==> config.mk <==
export PLATFORM = sky130hd
export DESIGN_NAME = pipeline_hazard_ctrl
export DESIGN_NICKNAME = d
export VERILOG_FILES = /design/src/rtl/pipeline_hazard_ctrl_pkg.sv /design/src/rtl/pipeline_hazard_ctrl_fwd.sv /design/src/rtl/pipeline_hazard_ctrl.sv
export SDC_FILE = /design/constraint.sdc
export NUM_CORES = 1
export LEC_CHECK = 0
export CORE_MARGIN = 3
export CORE_UTILIZATION = 47
export CTS_CLUSTER_DIAMETER = 40
export DETAILED_ROUTE_END_ITERATION = 6
export PLACE_DENSITY = 0.95
export SYNTH_ARGS = -nofsm -noshare
export SYNTH_HDL_FRONTEND = slang
export SYNTH_HIERARCHICAL = 1
export SYNTH_SLANG_ARGS = --single-unit
==> constraint.sdc <==
create_clock -name clk -period 6.31 [get_ports clk]
set_input_delay 1.262 -clock clk [delete_from_list [all_inputs] [get_ports clk]]
set_output_delay 1.262 -clock clk [all_outputs]
set_load 0.03 [all_outputs]
==> src/rtl/pipeline_hazard_ctrl_pkg.sv <==
// pipeline_hazard_ctrl_pkg: shared encodings, opcode constants and controller state type
package pipeline_hazard_ctrl_pkg;
  localparam logic [5:0] OP_RTYPE = 6'h00;
  localparam logic [5:0] OP_J = 6'h02;
  localparam logic [5:0] OP_JAL = 6'h03;
  localparam logic [5:0] OP_BNE = 6'h05;
  localparam logic [5:0] OP_LW = 6'h23;
  localparam logic [5:0] FUNC_JR = 6'h08;
  localparam logic [5:0] FUNC_SYSCALL = 6'h0c;
  localparam logic [1:0] PC_SEL_SEQ = 2'd0;
  localparam logic [1:0] PC_SEL_JUMP = 2'd1;
  localparam logic [1:0] PC_SEL_REDIR = 2'd2;
  localparam logic [1:0] FWD_RF = 2'd0;
  localparam logic [1:0] FWD_MEM = 2'd1;
  localparam logic [1:0] FWD_WB = 2'd2;
  typedef enum logic [1:0] {RUN, DRAIN, HALT} ctrl_state_t;
endpackage

==> src/rtl/pipeline_hazard_ctrl_fwd.sv <==
// forwarding_unit: picks the newest in-flight producer of one EX operand register
module forwarding_unit
  import pipeline_hazard_ctrl_pkg::*;
#(
  parameter int RA_W = 5
) (
  input  logic [RA_W-1:0] src,
  input  logic            mem_reg_write,
  input  logic [RA_W-1:0] mem_dest,
  input  logic            wb_reg_write,
  input  logic [RA_W-1:0] wb_dest,
  output logic [1:0]      sel
);
  always_comb
    sel = (mem_reg_write && mem_dest == src && src != '0) ? FWD_MEM :
          (wb_reg_write && wb_dest == src && src != '0) ? FWD_WB : FWD_RF;
endmodule

==> src/rtl/pipeline_hazard_ctrl.sv <==
// pipeline_hazard_ctrl: stall/flush/redirect arbitration, operand forwarding and SYSCALL drain-to-halt
module pipeline_hazard_ctrl
  import pipeline_hazard_ctrl_pkg::*;
#(
  parameter int RA_W = 5,
  parameter int DRAIN_CYCLES = 3,
  parameter int CNT_W = 16
) (
  input  logic             clk,
  input  logic             reset,
  input  logic             id_valid,
  input  logic [RA_W-1:0]  id_rs,
  input  logic [RA_W-1:0]  id_rt,
  input  logic             id_uses_rs,
  input  logic             id_uses_rt,
  input  logic             id_jump,
  input  logic             id_syscall,
  input  logic             ex_valid,
  input  logic             ex_mem_read,
  input  logic             ex_reg_write,
  input  logic [RA_W-1:0]  ex_dest,
  input  logic             ex_redirect,
  input  logic             mem_reg_write,
  input  logic [RA_W-1:0]  mem_dest,
  input  logic             wb_reg_write,
  input  logic [RA_W-1:0]  wb_dest,
  output logic             pc_we,
  output logic [1:0]       pc_sel,
  output logic             ifid_we,
  output logic             ifid_flush,
  output logic             idex_bubble,
  output logic [1:0]       fwd_a_sel,
  output logic [1:0]       fwd_b_sel,
  output logic             halted,
  output logic [CNT_W-1:0] stall_count
);
  localparam int DW = DRAIN_CYCLES > 1 ? $clog2(DRAIN_CYCLES) + 1 : 1;
  ctrl_state_t state, state_n;
  logic [DW-1:0] cnt, cnt_n;
  logic stall_inc, load_use, ex_reg_write_unused;
  logic [1:0] fwd_a_raw, fwd_b_raw;
  assign ex_reg_write_unused = ex_reg_write;
  assign load_use = ex_valid && ex_mem_read && ex_dest != '0 && id_valid &&
                    ((id_uses_rs && id_rs == ex_dest) || (id_uses_rt && id_rt == ex_dest));
  forwarding_unit #(.RA_W(RA_W)) u_fwd_a (
    .src(id_rs), .mem_reg_write(mem_reg_write), .mem_dest(mem_dest),
    .wb_reg_write(wb_reg_write), .wb_dest(wb_dest), .sel(fwd_a_raw)
  );
  forwarding_unit #(.RA_W(RA_W)) u_fwd_b (
    .src(id_rt), .mem_reg_write(mem_reg_write), .mem_dest(mem_dest),
    .wb_reg_write(wb_reg_write), .wb_dest(wb_dest), .sel(fwd_b_raw)
  );
  assign fwd_a_sel = reset ? FWD_RF : fwd_a_raw;
  assign fwd_b_sel = reset ? FWD_RF : fwd_b_raw;
  assign halted = state == HALT;
  always_comb begin
    state_n = state;
    cnt_n = cnt;
    pc_we = 1'b0;
    pc_sel = PC_SEL_SEQ;
    ifid_we = 1'b0;
    ifid_flush = 1'b0;
    idex_bubble = 1'b0;
    stall_inc = 1'b0;
    if (reset) begin
      ifid_flush = 1'b1;
      idex_bubble = 1'b1;
    end else begin
      case (state)
        RUN:
          if (ex_redirect) begin
            pc_sel = PC_SEL_REDIR;
            pc_we = 1'b1;
            ifid_flush = 1'b1;
            idex_bubble = 1'b1;
          end else if (load_use) begin
            idex_bubble = 1'b1;
            stall_inc = 1'b1;
          end else if (id_jump && id_valid) begin
            pc_sel = PC_SEL_JUMP;
            pc_we = 1'b1;
            ifid_flush = 1'b1;
          end else if (id_syscall && id_valid) begin
            ifid_flush = 1'b1;
            idex_bubble = 1'b1;
            state_n = DRAIN;
            cnt_n = '0;
          end else begin
            pc_we = 1'b1;
            ifid_we = 1'b1;
          end
        DRAIN: begin
          ifid_flush = 1'b1;
          idex_bubble = 1'b1;
          cnt_n = cnt + 1'b1;
          state_n = cnt == DW'(DRAIN_CYCLES - 1) ? HALT : DRAIN;
        end
        default: ;
      endcase
    end
  end
  always_ff @(posedge clk) begin
    if (reset) begin
      state <= RUN;
      cnt <= '0;
      stall_count <= '0;
    end else begin
      state <= state_n;
      cnt <= cnt_n;
      if (stall_inc && !(&stall_count)) stall_count <= stall_count + 1'b1;
    end
  end
endmodule

Word level (Yosys, flattened, before mapping)
Cells that the tools add are included.
{"block": "word_totals", "reg_bits": 21, "input_bits": 38, "output_inout_bits": 27}
{"block": "classes", "add_sub_neg": 2, "eq_ne": 13, "muxes": 48, "n_reduce_logical": 26}
{"operator": "$eq A5 B5 Y1", "n": 6}
{"operator": "$mux W2", "n": 14}
{"operator": "$mux W1", "n": 26}
{"operator": "$logic_and A1 B1 Y1", "n": 17}
{"operator": "$add A16 B1 Y16 const B", "n": 1}
{"operator": "$reduce_and A16 Y1", "n": 1}
{"operator": "$reduce_bool A5 Y1", "n": 3}
{"operator": "$mux W3", "n": 4}
{"operator": "$ne A2 B2 Y1 const B", "n": 4}
{"operator": "$pmux W3 S2", "n": 1}
{"operator": "$reduce_and A5 Y1", "n": 1}
{"operator": "$pmux W1 S2", "n": 2}
{"operator": "$pmux W2 S2", "n": 1}
{"operator": "$add A3 B1 Y3 const B", "n": 1}
{"operator": "$eq A3 B2 Y1 const B", "n": 1}
{"operator": "$eq A2 B1 Y1 const B", "n": 1}
{"operator": "$eq A2 B2 Y1 const B", "n": 1}
{"operator": "$logic_not A2 Y1", "n": 1}
{"operator": "$reduce_bool A2 Y1", "n": 1}
{"operator": "$logic_not A1 Y1", "n": 1}
{"operator": "$logic_or A1 B1 Y1", "n": 1}

Depth between registers and ports, before layout
{"block": "depth", "ltp_word": 9, "depth_mapped": 8, "mapped_depth_nobuf": 6}

Hierarchy
The synthesis kept the hierarchy.
{"module": "pipeline_hazard_ctrl", "n_inst": 1, "cells_each": 177, "area_each_um2": 1400.1, "seq_area_each_um2": 420.4}
{"module": "forwarding_unit", "n_inst": 2, "cells_each": 18, "area_each_um2": 138.9, "seq_area_each_um2": 0.0}

Worst setup path before layout
OpenSTA, ideal clock, no wires.
{"block": "synth_path", "path_type": "input to output", "start": "input port ex_dest[1]", "end": "output port pc_sel[0]", "t_arrival_ps": 3211, "required_time_ps": 5048, "path_slack_ps": 1837, "stages": 4, "path_buffers": 0, "path_cell_list": "or4_1 > o2111ai_2 > nor2_1 > nor4_1"}
{"block": "synth_via", "elab_chain_len": 8, "word_cells_on_any_way": 13, "classes_between": "eq/ne (2); mux (4); reduce/logical (7)"}
{"item": "start: declaration", "line_no": "pipeline_hazard_ctrl.sv:21", "source": "input logic [RA_W-1:0] ex_dest,"}
{"item": "$eq A5 B5 Y1 or $reduce_bool A5 Y1 (tied branches)", "line_no": "pipeline_hazard_ctrl.sv:44, pipeline_hazard_ctrl.sv:43"}
{"item": "$logic_and A1 B1 Y1 (on tied branches)", "line_no": "pipeline_hazard_ctrl.sv:44, pipeline_hazard_ctrl.sv:43"}
{"item": "$logic_or A1 B1 Y1 or $logic_and A1 B1 Y1 (tied branches)", "line_no": "pipeline_hazard_ctrl.sv:44, pipeline_hazard_ctrl.sv:43"}
{"item": "$logic_and A1 B1 Y1 (*)", "line_no": "pipeline_hazard_ctrl.sv:43", "source": "assign load_use = ex_valid && ex_mem_read && ex_dest != '0 && id_valid &&"}
{"item": "$mux W1 (*)", "line_no": "pipeline_hazard_ctrl.sv:76", "source": "end else if (load_use) begin"}
{"item": "$mux W2 (*)", "line_no": "pipeline_hazard_ctrl.sv:71", "source": "if (ex_redirect) begin"}
{"item": "$mux W2 (*)", "line_no": "pipeline_hazard_ctrl.sv:69", "source": "case (state)"}
{"item": "$mux W2 (*)", "line_no": "pipeline_hazard_ctrl.sv:65", "source": "if (reset) begin"}
{"item": "end: declaration", "line_no": "pipeline_hazard_ctrl.sv:28", "source": "output logic [1:0] pc_sel,"}
Every way passes the cells marked *; elsewhere a longest branch is shown, timed or not.

Final worst setup path
Same ends and word-level chain as after synthesis.

==> results.cfg <==
[synth]
synth-seq-cells = 21
synthAdderAreaFrac_pct = 2.24
synth-simple-area-share_pct = 31.5
synth_xor_area_share_pct = 16.2
synth.distinct_cells = 41
synth_top_family_by_area = simple AND/OR/NAND/NOR gates
syn_area_mm2 = 0.00168
synthCells = 213
synth_compound_area_share_pct = 18.9
synth_warnings = 6
ys_seq_area_share_pct = 25.1
syn_area_per_cell_um2 = 7.88
synth_fp_nets = 254
muxShareOfSynthArea_pct = 2.01

[route]
viasPerCell = 5.83
wl_mm = 4.42
wl_per_cell_um = 13.9
num_vias = 1849
antenna_left = 0
drt_iter0_drc = 103
dr.pass1.iters = 4
drc = 0

[timing]
fmax_ghz = 0.196
timing.final.crit_share_pct = 80.9
setup_viol = 0
tightest_slew_ns = 0.759
slew_headroom_pct = 49.4
finClkSkew_ns = 0.00115
rsz0062_at_grt = false
fin_tns_setup_ns = 0
slew_violations = 0
fin_crit_ns = 5.11
hold_viol = 0

[hold_path]
hp-class = flop to flop
hold_depth = 2
min_to = stall_count[14]$_SDFFE_PP0P_
hold_start = stall_count[14]$_SDFFE_PP0P_

[global_routing]
grtUsageTotal_pct = 21.0
grt_pass1_vias = 1743
antenna_found_initial = 0
grt_first_pass_wirelength_mm = 7.34
grt_overflow_total = 0
grt_max_degree = 35

[worst_setup_path]
critPathLaunchType = input port
r2r-start = stall_count[1]$_SDFFE_PP0P_
r2r_cells = 6
critPathMaxFanout = 10
reg2reg_to = stall_count[5]$_SDFFE_PP0P_
cp_data_arrival_time_ns = 3.85
ff2ff_setup_slack_ns = 3.69
required_ns = 5.05
startpoint = ex_dest[1]
worstSetupPathType = input port to output port
endpoint_kind = output port

[cells_and_area]
final_common_cell = clkdlybuf4s50_1
regArea_um2 = 420
drive_gt1_share_pct = 4.43
nFillCells = 277
area.growth.synth_to_final_pct = 40.0
layout.nets = 313
multi_input_area_mm2 = 0.00119
n_antenna_cell = 0
final_cell_mix = 63 x clkdlybuf4s50_1, 22 x xnor2_1, 21 x dfxtp_1

[floorplan]
die_x_um = 65.8
start_util_pct = 49.5
pin_count = 65
dieHeight_um = 65.8
core-area_mm2 = 0.00339
rows = 21
die_area_mm2 = 0.00432

[cts]
root_buffer = clkbuf_4
cts_buffers = 3
hold_buffers = 0
cts_tree = built
clockBufferDepth = 2
cts_sinks = 21
postCtsResizedCells = 0
clkTransAtPathRegs_ns = 0.12
cts_max_level = 1
insertion_delay_ns = 0.31
post_cts_buffers = 0

[placed_design]
io_buffers = 63
dp_hpwl_mm = 3.56
place_congestion = 0.799

[power_and_ir_drop]
peakVddDrop_mv = 0.0574
total_power_mw = 0.281
leakage_nw = 0.744
p_per_area_mw_per_mm2 = 120

[job]
cap_violations = 0

[outcome]
status = finished clean
worst max-delay path by stage:
stage           endpoint  slack (ns)
5_1_grt        pc_sel[0]        1.09
3_3_place_gp   pc_sel[0]        1.22
4_1_cts        pc_sel[0]        1.18
6_report       pc_sel[0]        1.20
3_5_place_dp   pc_sel[0]        1.20
2_1_floorplan  pc_sel[0]        1.84
where the power goes:
group	internal [mW]	switching (mW)
Sequential	0.133	0.000833
Combinational	0.0420	0.0372
Clock	0.0237	0.0444
final cells by class:
| type | count | share of cell area [%] |
|---|---|---|
| Sequential cell | 21 | 17.9 |
| Timing Repair Buffer | 65 | 27.5 |
| Multi-Input combinational cell | 178 | 50.5 |
| Inverter | 3 | 0.479 |
| Clock buffer | 3 | 0.958 |
| Tap cell | 46 | 2.45 |
| Clock inverter | 1 | 0.213 |
critical path, cell delays in order:
cell and delay, ns:
clkdlybuf4s50_1 0.47, or4_1 0.56, o2111ai_2 0.44, nor2_1 0.11, nor4_1 0.28, clkdlybuf4s50_1 0.72
cell families (layout without fill, tap and decap cells):
kind of cell             count (synthesis)  in the layout
XOR/XNOR                                31             31
AO/OA/AOI/OAI                           48             48
multiplexers                             3              3
AND/OR/NAND/NOR                         93             93
flip-flops                              21             21
adder cells (fa/ha/maj)                  3              3
buffers and inverters                   14             72
metrics by stage:
stage | instances | hold slack [ns] | setup slack [ns] | util (%) | instance area, um^2
floorplan | 213 | 0.516 | 1.84 | - | 1680
global placement | 313 | 0.472 | 1.22 | 68.5 | 2320
detailed placement | 313 | 0.493 | 1.20 | 68.5 | 2320
CTS | 317 | 0.510 | 1.18 | 69.3 | 2350
global route | 317 | 0.532 | 1.09 | 69.3 | 2350
finish | 317 | 0.507 | 1.20 | 69.3 | 2350
cells in the mapped netlist:
library cell  instances  area share [%]
xnor2_1              22              11
dfxtp_1              21              25
a21oi_1              19             5.7
nand2_1              13             2.9
nor2_1               13             2.9
or4_1                12             5.4
nand3_1              10             3.0
nor2b_1              10             3.7
o31ai_1               9             4.0
xor2_1                9             4.7
nor3_1                7             2.1
clkbuf_1              6             1.3
nor4_1                6             2.2
nand4_1               5             1.9
o21a_1                5             2.2
o21ai_0               4             1.2
or3_1                 4             1.5
ha_1                  3             2.2
inv_1                 3            0.67
mux2_2                3             2.0
a2111oi_0             2             1.0
and2_1                2            0.75
and3_1                2            0.75
and3b_1               2             1.0
buf_2                 2            0.60
buf_6                 2             1.3
nand4b_1              2             1.0
o41ai_1               2             1.0
a311o_1               1            0.60
a311oi_1              1            0.52
buf_1                 1            0.22
nand2b_1              1            0.37
nand3b_1              1            0.45
nor3b_1               1            0.45
o2111ai_2             1            0.89
o21ai_1               1            0.30
o21bai_1              1            0.45
o22a_1                1            0.52
o22ai_1               1            0.37
or2_2                 1            0.37
or4_4                 1            0.67
layer usage:
layer	routed length, um	track usage, %	vias to the layer above
met4	78	8.29	0
met3	261	2.91	7
met2	2310	38.9	72
li1	-	-	911
met5	0	0	-
met1	1770	23.8	859
state kept, by name, summed over array words and instances (netlist names):
signal,cells
stall_count,16
cnt,3
state,2
Note: power is estimated with default switching activity, not from simulation.
